===== config.mk =====
export PLATFORM = sky130hd
export DESIGN_NAME = rr_arbiter8
export DESIGN_NICKNAME = d
export VERILOG_FILES = /design/src/rtl/rr_arbiter8.sv
export SDC_FILE = /design/constraint.sdc
export NUM_CORES = 1
export LEC_CHECK = 0
export CORE_ASPECT_RATIO = 0.7
export CORE_UTILIZATION = 27
export CTS_CLUSTER_DIAMETER = 50
export DETAILED_ROUTE_END_ITERATION = 10
export PLACE_DENSITY_LB_ADDON = 0.25
export SLEW_MARGIN = 30
export SYNTH_ARGS = -nofsm -noshare
export SYNTH_HDL_FRONTEND = slang
export SYNTH_SLANG_ARGS = --single-unit

===== constraint.sdc =====
create_clock -name clk_i -period 7.35 [get_ports clk_i]
set_clock_uncertainty 0.2 [all_clocks]
set_input_delay 1.1025 -clock clk_i [delete_from_list [all_inputs] [get_ports clk_i]]
set_output_delay 1.1025 -clock clk_i [all_outputs]
set_load 0.1 [all_outputs]

===== src/rtl/rr_arbiter8.sv =====
// rr_arbiter8: eight-way round-robin arbiter with hold limit.
// Grants are registered, held until release, and separated by a gap cycle.
module rr_arbiter8 #(
  parameter int unsigned HOLD_MAX = 15,
  parameter int unsigned CNT_W    = 8
) (
  input  logic       clk_i,
  input  logic       rst_ni,
  input  logic [7:0] req_i,
  input  logic       done_i,
  output logic       gnt_valid_o,
  output logic [2:0] gnt_idx_o,
  output logic [7:0] gnt_onehot_o,
  output logic       timeout_o
);

  typedef enum logic [1:0] {
    S_IDLE,
    S_GRANT,
    S_GAP
  } state_e;

  localparam logic [CNT_W-1:0] HOLD_LIM = CNT_W'(HOLD_MAX);

  state_e           state_q, state_d;
  logic [2:0]       ptr_q, ptr_d;
  logic [CNT_W-1:0] cnt_q, cnt_d;
  logic             vld_q, vld_d;
  logic [2:0]       idx_q, idx_d;
  logic [7:0]       oh_q, oh_d;
  logic             tmo_q, tmo_d;

  logic             win_found;
  logic [2:0]       win_idx;
  logic [2:0]       cand;

  // Find first requester after the last owner, wrapping mod 8.
  always_comb begin
    win_found = 1'b0;
    win_idx   = 3'd0;
    cand      = 3'd0;
    for (int i = 1; i <= 8; i++) begin
      cand = ptr_q + 3'(i);
      if (!win_found && req_i[cand]) begin
        win_found = 1'b1;
        win_idx   = cand;
      end
    end
  end

  // Next-state and registered-output logic.
  always_comb begin
    state_d = state_q;
    ptr_d   = ptr_q;
    cnt_d   = cnt_q;
    vld_d   = vld_q;
    idx_d   = idx_q;
    oh_d    = oh_q;
    tmo_d   = 1'b0;
    unique case (state_q)
      S_IDLE: begin
        if (win_found) begin
          state_d = S_GRANT;
          ptr_d   = win_idx;
          idx_d   = win_idx;
          cnt_d   = CNT_W'(1);
          vld_d   = 1'b1;
          oh_d    = 8'b1 << win_idx;
        end
      end
      S_GRANT: begin
        if (done_i || !req_i[idx_q] || cnt_q == HOLD_LIM) begin
          state_d = S_GAP;
          vld_d   = 1'b0;
          oh_d    = 8'h00;
          cnt_d   = '0;
          tmo_d   = !done_i && req_i[idx_q];
        end else if (cnt_q != HOLD_LIM) begin
          cnt_d = cnt_q + CNT_W'(1);
        end
      end
      S_GAP: begin
        state_d = S_IDLE;
      end
      default: begin
        state_d = S_IDLE;
      end
    endcase
  end

  // State and output registers with synchronous active-low reset.
  always_ff @(posedge clk_i) begin
    if (!rst_ni) begin
      state_q <= S_IDLE;
      ptr_q   <= 3'd7;
      cnt_q   <= '0;
      vld_q   <= 1'b0;
      idx_q   <= 3'd0;
      oh_q    <= 8'h00;
      tmo_q   <= 1'b0;
    end else begin
      state_q <= state_d;
      ptr_q   <= ptr_d;
      cnt_q   <= cnt_d;
      vld_q   <= vld_d;
      idx_q   <= idx_d;
      oh_q    <= oh_d;
      tmo_q   <= tmo_d;
    end
  end

  assign gnt_valid_o  = vld_q;
  assign gnt_idx_o    = idx_q;
  assign gnt_onehot_o = oh_q;
  assign timeout_o    = tmo_q;

endmodule


Word level (Yosys, flattened, before mapping)
Cells that the tools add are included.
- bits of input ports: 11
- register bits after elaboration: 26
- multiplexer cells: 47
- reduce and logical (&&, ||, !) cells: 26
- eq/ne operators: 6
- $add $sub $neg: 8
- $lt $le $gt $ge: 9
- shifts and indexed selects: 1
- operators by type and width (kind ; number):
    $mux W8 ; 5
    $lt A3 B4 Y1 const B ; 9
    $pmux W8 S2 ; 2
    $bmux W1 S3 ; 9
    $mux W3 ; 8
    $mux W1 ; 19
    $add A3 B3 Y3 const B ; 4
    $logic_not A1 Y1 ; 9
    $reduce_and A3 Y1 ; 3
    $add A8 B1 Y8 const B ; 1
    $eq A8 B4 Y1 const B ; 1
    $logic_and A1 B1 Y1 ; 8
    $ne A8 B4 Y1 const B ; 1
    $shl A1 B3 Y8 const A ; 1
    $add A3 B2 Y3 const B ; 2
    $mux W2 ; 2
    $ne A2 B2 Y1 const B ; 2
    $pmux W2 S2 ; 1
    $reduce_and A2 Y1 ; 2
    $add A3 B1 Y3 const B ; 1
    $ne A3 B3 Y1 const B ; 1
    $eq A2 B1 Y1 const B ; 1
    $logic_not A2 Y1 ; 1
    $logic_or A1 B1 Y1 ; 2
    2 further kinds ; 2

Logic depth before layout (Yosys ltp)
- depth after elaboration: 28
- depth in mapped cells: 14

Least setup slack after synthesis
Ideal clock, no wire load.
- path kind: flip-flop to flip-flop
- start point: register ptr_q[0]
- end point: register oh_q[0] (netlist: gnt_onehot_o[0])
- data required time: 7.058 ns
- setup time: 0.092 ns
- cell stages (with the launch flop): 14
- arrival time: 3.392 ns
- setup slack: 3.666 ns
- period minus slack after synthesis: 3.684 ns
- path through: dfxtp_1 buf_2 clkinv_1 ha_1 buf_6 mux4_2 mux2i_4 nand2_1 or3_1 buf_6 o41ai_4 o21ai_2 buf_6 o32ai_1
- word-level cells in the longest chain between the ends: 28
- ends and longest elaborated chain (what ; RTL line ; RTL):
    start: declaration ; 26 ; logic [2:0] ptr_q, ptr_d;
    start signal: assignment ; 103 ; ptr_q <= ptr_d;
    $add A3 B1 Y3 ; 43 ; cand = ptr_q + 3'(i);
    $bmux W1 S3 ; 44 ; if (!win_found && req_i[cand]) begin
    $mux W1 (implied by the code) ; 44 ;
    $mux W1 ; 44 ;
    $logic_not A1 Y1 ; 44 ;
    $logic_and A1 B1 Y1 ; 44 ;
    $mux W1 ; 44 ;
    $logic_not A1 Y1 ; 44 ;
    [12 not listed] ; n/a ;
    $logic_and A1 B1 Y1 ; 44 ;
    $mux W1 ; 44 ;
    $logic_not A1 Y1 ; 44 ;
    $logic_and A1 B1 Y1 ; 44 ;
    $mux W3 ; 44 ;
    $shl A1 B3 Y8 ; 68 ; oh_d = 8'b1 << win_idx;
    $mux W8 ; 62 ; if (win_found) begin
    $pmux W8 S2 ; 60 ; unique case (state_q)
    end signal: assignment ; 107 ; oh_q <= oh_d;
    end: declaration ; 30 ; logic [7:0] oh_q, oh_d;
Parallel ways exist; a longest one is shown, timed or not. The select of a mux whose other input is x is not followed.
A chain may end at the register's enable or synchronous reset.

Worst setup path in the final report
- start point: register ptr_q[1]
- end point: register oh_q[1] (netlist: gnt_onehot_o[1])
Same word-level chain as after synthesis.

==> flow_summary.toml <==
[clocking]
htreeDepth = 1
cts_hold_buffers = 0
clk_path_buf_depth = 2
cts.reportedPaths.clkPinSlew_ns = 0.08
clkSinkCount = 26
worst_skew_pair.late_latency_ns = 0.26
numCtsBuffers = 3
cts_tree = "built"
root_buffer = "clkbuf_8"
cts_resized = 0
post_cts_buffers = 0

[run_status]
status = "finished, final reports clean"

[layout]
nets = 254
layout-drive-gt1-share_pct = 13.4
antenna_cells = 0
final_core_util_pct = 33.7
area_growth_pct = 16.8

[global_routing]
grt_pass1_wl_mm = 8.18
grt_use_total_pct = 13.1
grt_pass1_vias = 1588
grt_antenna_before_repair = 0
overflow = 0
grt_max_degree = 22

[synthesis]
avgSynthCellArea_um2 = 9.15
syn-cell-area_um2 = 2010
ys_seq_area_share_pct = 25.9
yosys_warnings = 0
synth-seq-cells = 26
synth-compound-area-share_pct = 20.4
synthArstFlopShare_pct = 0
yosys.area_share.adder_pct = 1.86
synth_cells = 220
synth_top_family_by_area = "multiplexers"
synth_edf_count = 0
synth.area.mux_share_pct = 22.2
ys_types = 57
ys.flop_type = "dfxtp_1"
synth_xor_area_share_pct = 4.66
synth_fp_nets = 234
synthSimpleGateAreaFrac_pct = 18.8

[timing]
worstMarginPinSlew_ns = 0.981
hold_violations = 0
finalSetupViolCount = 0
timing.fmax_mhz = 216
drv_slew = 0
finalCritPeriodShare_pct = 63.1
slew_headroom_pct = 34.4
period_needed_ns = 4.64
tns_ns = 0
rsz0062_at_grt = "no"

[setup_path]
r2r_slack_ns = 2.71
r2r-start = "ptr_q[1]"
start_kind = "register"
crit_path_end_kind = "register"
crit_type = "reg -> reg"
required_ns = 7.32
rr_endpoint = "gnt_onehot_o[1]"
ff2ff_path_depth = 10
arrival_ns = 4.61
path_max_fanout = 17

[routing]
drc_errors = 0
antenna_left = 0
wl_per_cell_um = 14.4
drtIter0Drc = 104
dr.pass1.iters = 4
vias_per_cell = 5.19
wl_mm = 4.80
dr_total_vias = 1729

[power_and_ir_drop]
ir_worst_vdd_v = 0.000236
leakage_nw = 0.849
powerDensity_nw_per_um2 = 472

[die]
core_area_um2 = 6980
dieArea_um2 = 7810
ioPinCount = 24
start_util_pct = 28.9
die_w_um = 105
die_height_um = 74.2
fp-row-count = 25

[min_path]
min_to = "gnt_onehot_o[0]"
min_path_cells = 2
hold_path_class = "reg -> reg"
hold_start = "gnt_onehot_o[0]"

[run]
cap_violations = 0

[placed_design]
port_buffers = 23
dp_hpwl_mm = 3.65
place_congestion = 0.842
-- where the power goes --
part	switching [mW]	total (mW)	internal, mW
logic	0.516	0.802	0.287
registers	0.0455	0.219	0.174
clock network	0.0419	0.0897	0.0478
total	0.603	1.11	0.508
-- synthesized netlist by cell type, types with 4 or more instances --
| master | n | area share (%) |
|---|---|---|
| o32ai_1 | 4 | 1.7 |
| mux2i_1 | 7 | 3.5 |
| a21oi_1 | 7 | 1.7 |
| nor2_1 | 33 | 6.2 |
| a211oi_1 | 4 | 1.5 |
| a21boi_0 | 5 | 1.9 |
| nand2_1 | 13 | 2.4 |
| buf_6 | 4 | 2.2 |
| mux4_2 | 11 | 12 |
| nor3_1 | 7 | 1.7 |
| dfxtp_1 | 26 | 26 |
| xnor2_1 | 6 | 2.6 |
| o21ai_0 | 8 | 2.0 |
| inv_1 | 13 | 2.4 |
| nand3_1 | 4 | 0.99 |
| mux2_2 | 5 | 2.8 |
| a32o_1 | 5 | 2.5 |
| nor2b_1 | 4 | 1.2 |
-- worst max-delay path, stage by stage, from the launching register on --
cell and delay (ns):
dfxtp_1 0.83, inv_1 0.19, ha_1 0.60, mux2i_1 0.17
mux2_1 0.35, a221oi_2 0.63, or3_1 0.35, a21oi_1 0.07
nor4_1 0.55, nand4_1 0.28, o32ai_1 0.32
-- flip-flops by register name, indices dropped and copies added, names as in the netlist --
signal and count:
ptr_q 3, cnt_q 8, gnt_onehot_o 8, timeout_o 1, gnt_valid_o 1, gnt_idx_o 3
state_q 2
-- area by class of cell --
cell class | instances | area, µm²
clock buffer | 4 | 55.1
sequential | 26 | 520
multi-input combinational | 171 | 1370
timing repair buffer | 24 | 238
fill | 728 | 4620
tap | 94 | 118
inverter | 14 | 52.6
-- logic make-up (layout without fill, tap and decap cells) --
| group | count (synthesis) | in the layout |
|---|---|---|
| multiplexers | 27 | 27 |
| buffers and inverters | 23 | 42 |
| adder cells (fa/ha/maj) | 3 | 3 |
| flip-flops | 26 | 26 |
| AO/OA/AOI/OAI | 52 | 52 |
| AND/OR/NAND/NOR | 80 | 80 |
| XOR/XNOR | 9 | 9 |
-- worst max-delay path by stage --
stage | from | endpoint | slack [ns]
after global routing | ptr_q[1] | gnt_onehot_o[1] | 2.32
after detailed placement | req_i[6] | gnt_onehot_o[4] | 2.73
after global placement | req_i[2] | gnt_onehot_o[4] | 2.68
after CTS | ptr_q[1] | gnt_onehot_o[4] | 2.76
final | ptr_q[1] | gnt_onehot_o[1] | 2.71
after floorplan | ptr_q[0] | gnt_onehot_o[0] | 3.67
-- stage by stage --
step | cell area [µm²] | setup WS, ns | cells | total power, mW | hold slack (ns)
2_1_floorplan | 2010 | 3.67 | 220 | 0.865 | 0.276
3_3_place_gp | 2300 | 2.68 | 329 | 1.03 | 0.253
3_5_place_dp | 2300 | 2.73 | 329 | 1.02 | 0.249
4_1_cts | 2350 | 2.76 | 333 | 1.11 | 0.272
5_1_grt | 2350 | 2.32 | 333 | 1.20 | 0.293
6_report | 2350 | 2.71 | 333 | 1.11 | 0.261
-- metal layers --
metal	up-vias	routed length, µm	global-route usage [%]	share of wire, %
li1	863	-	-	-
met1	823	2560	20.1	53
met2	39	2020	19.2	42
met3	4	164	2.54	3.4
met4	0	54	2.19	1.1
met5	-	0	0	0
-- cells in the final DEF, fill, tap and decap left out, drive strengths merged, types with 6 or more instances in the layout --
| cell | count |
|---|---|
| mux2 | 6 |
| dfxtp | 26 |
| nor3 | 7 |
| mux4 | 12 |
| nand2 | 13 |
| o21ai | 9 |
| xnor2 | 7 |
| inv | 13 |
| nor2 | 33 |
| mux2i | 9 |
| clkdlybuf4s50 | 23 |
| a21oi | 7 |
Note: power is estimated with default switching activity, not from simulation.
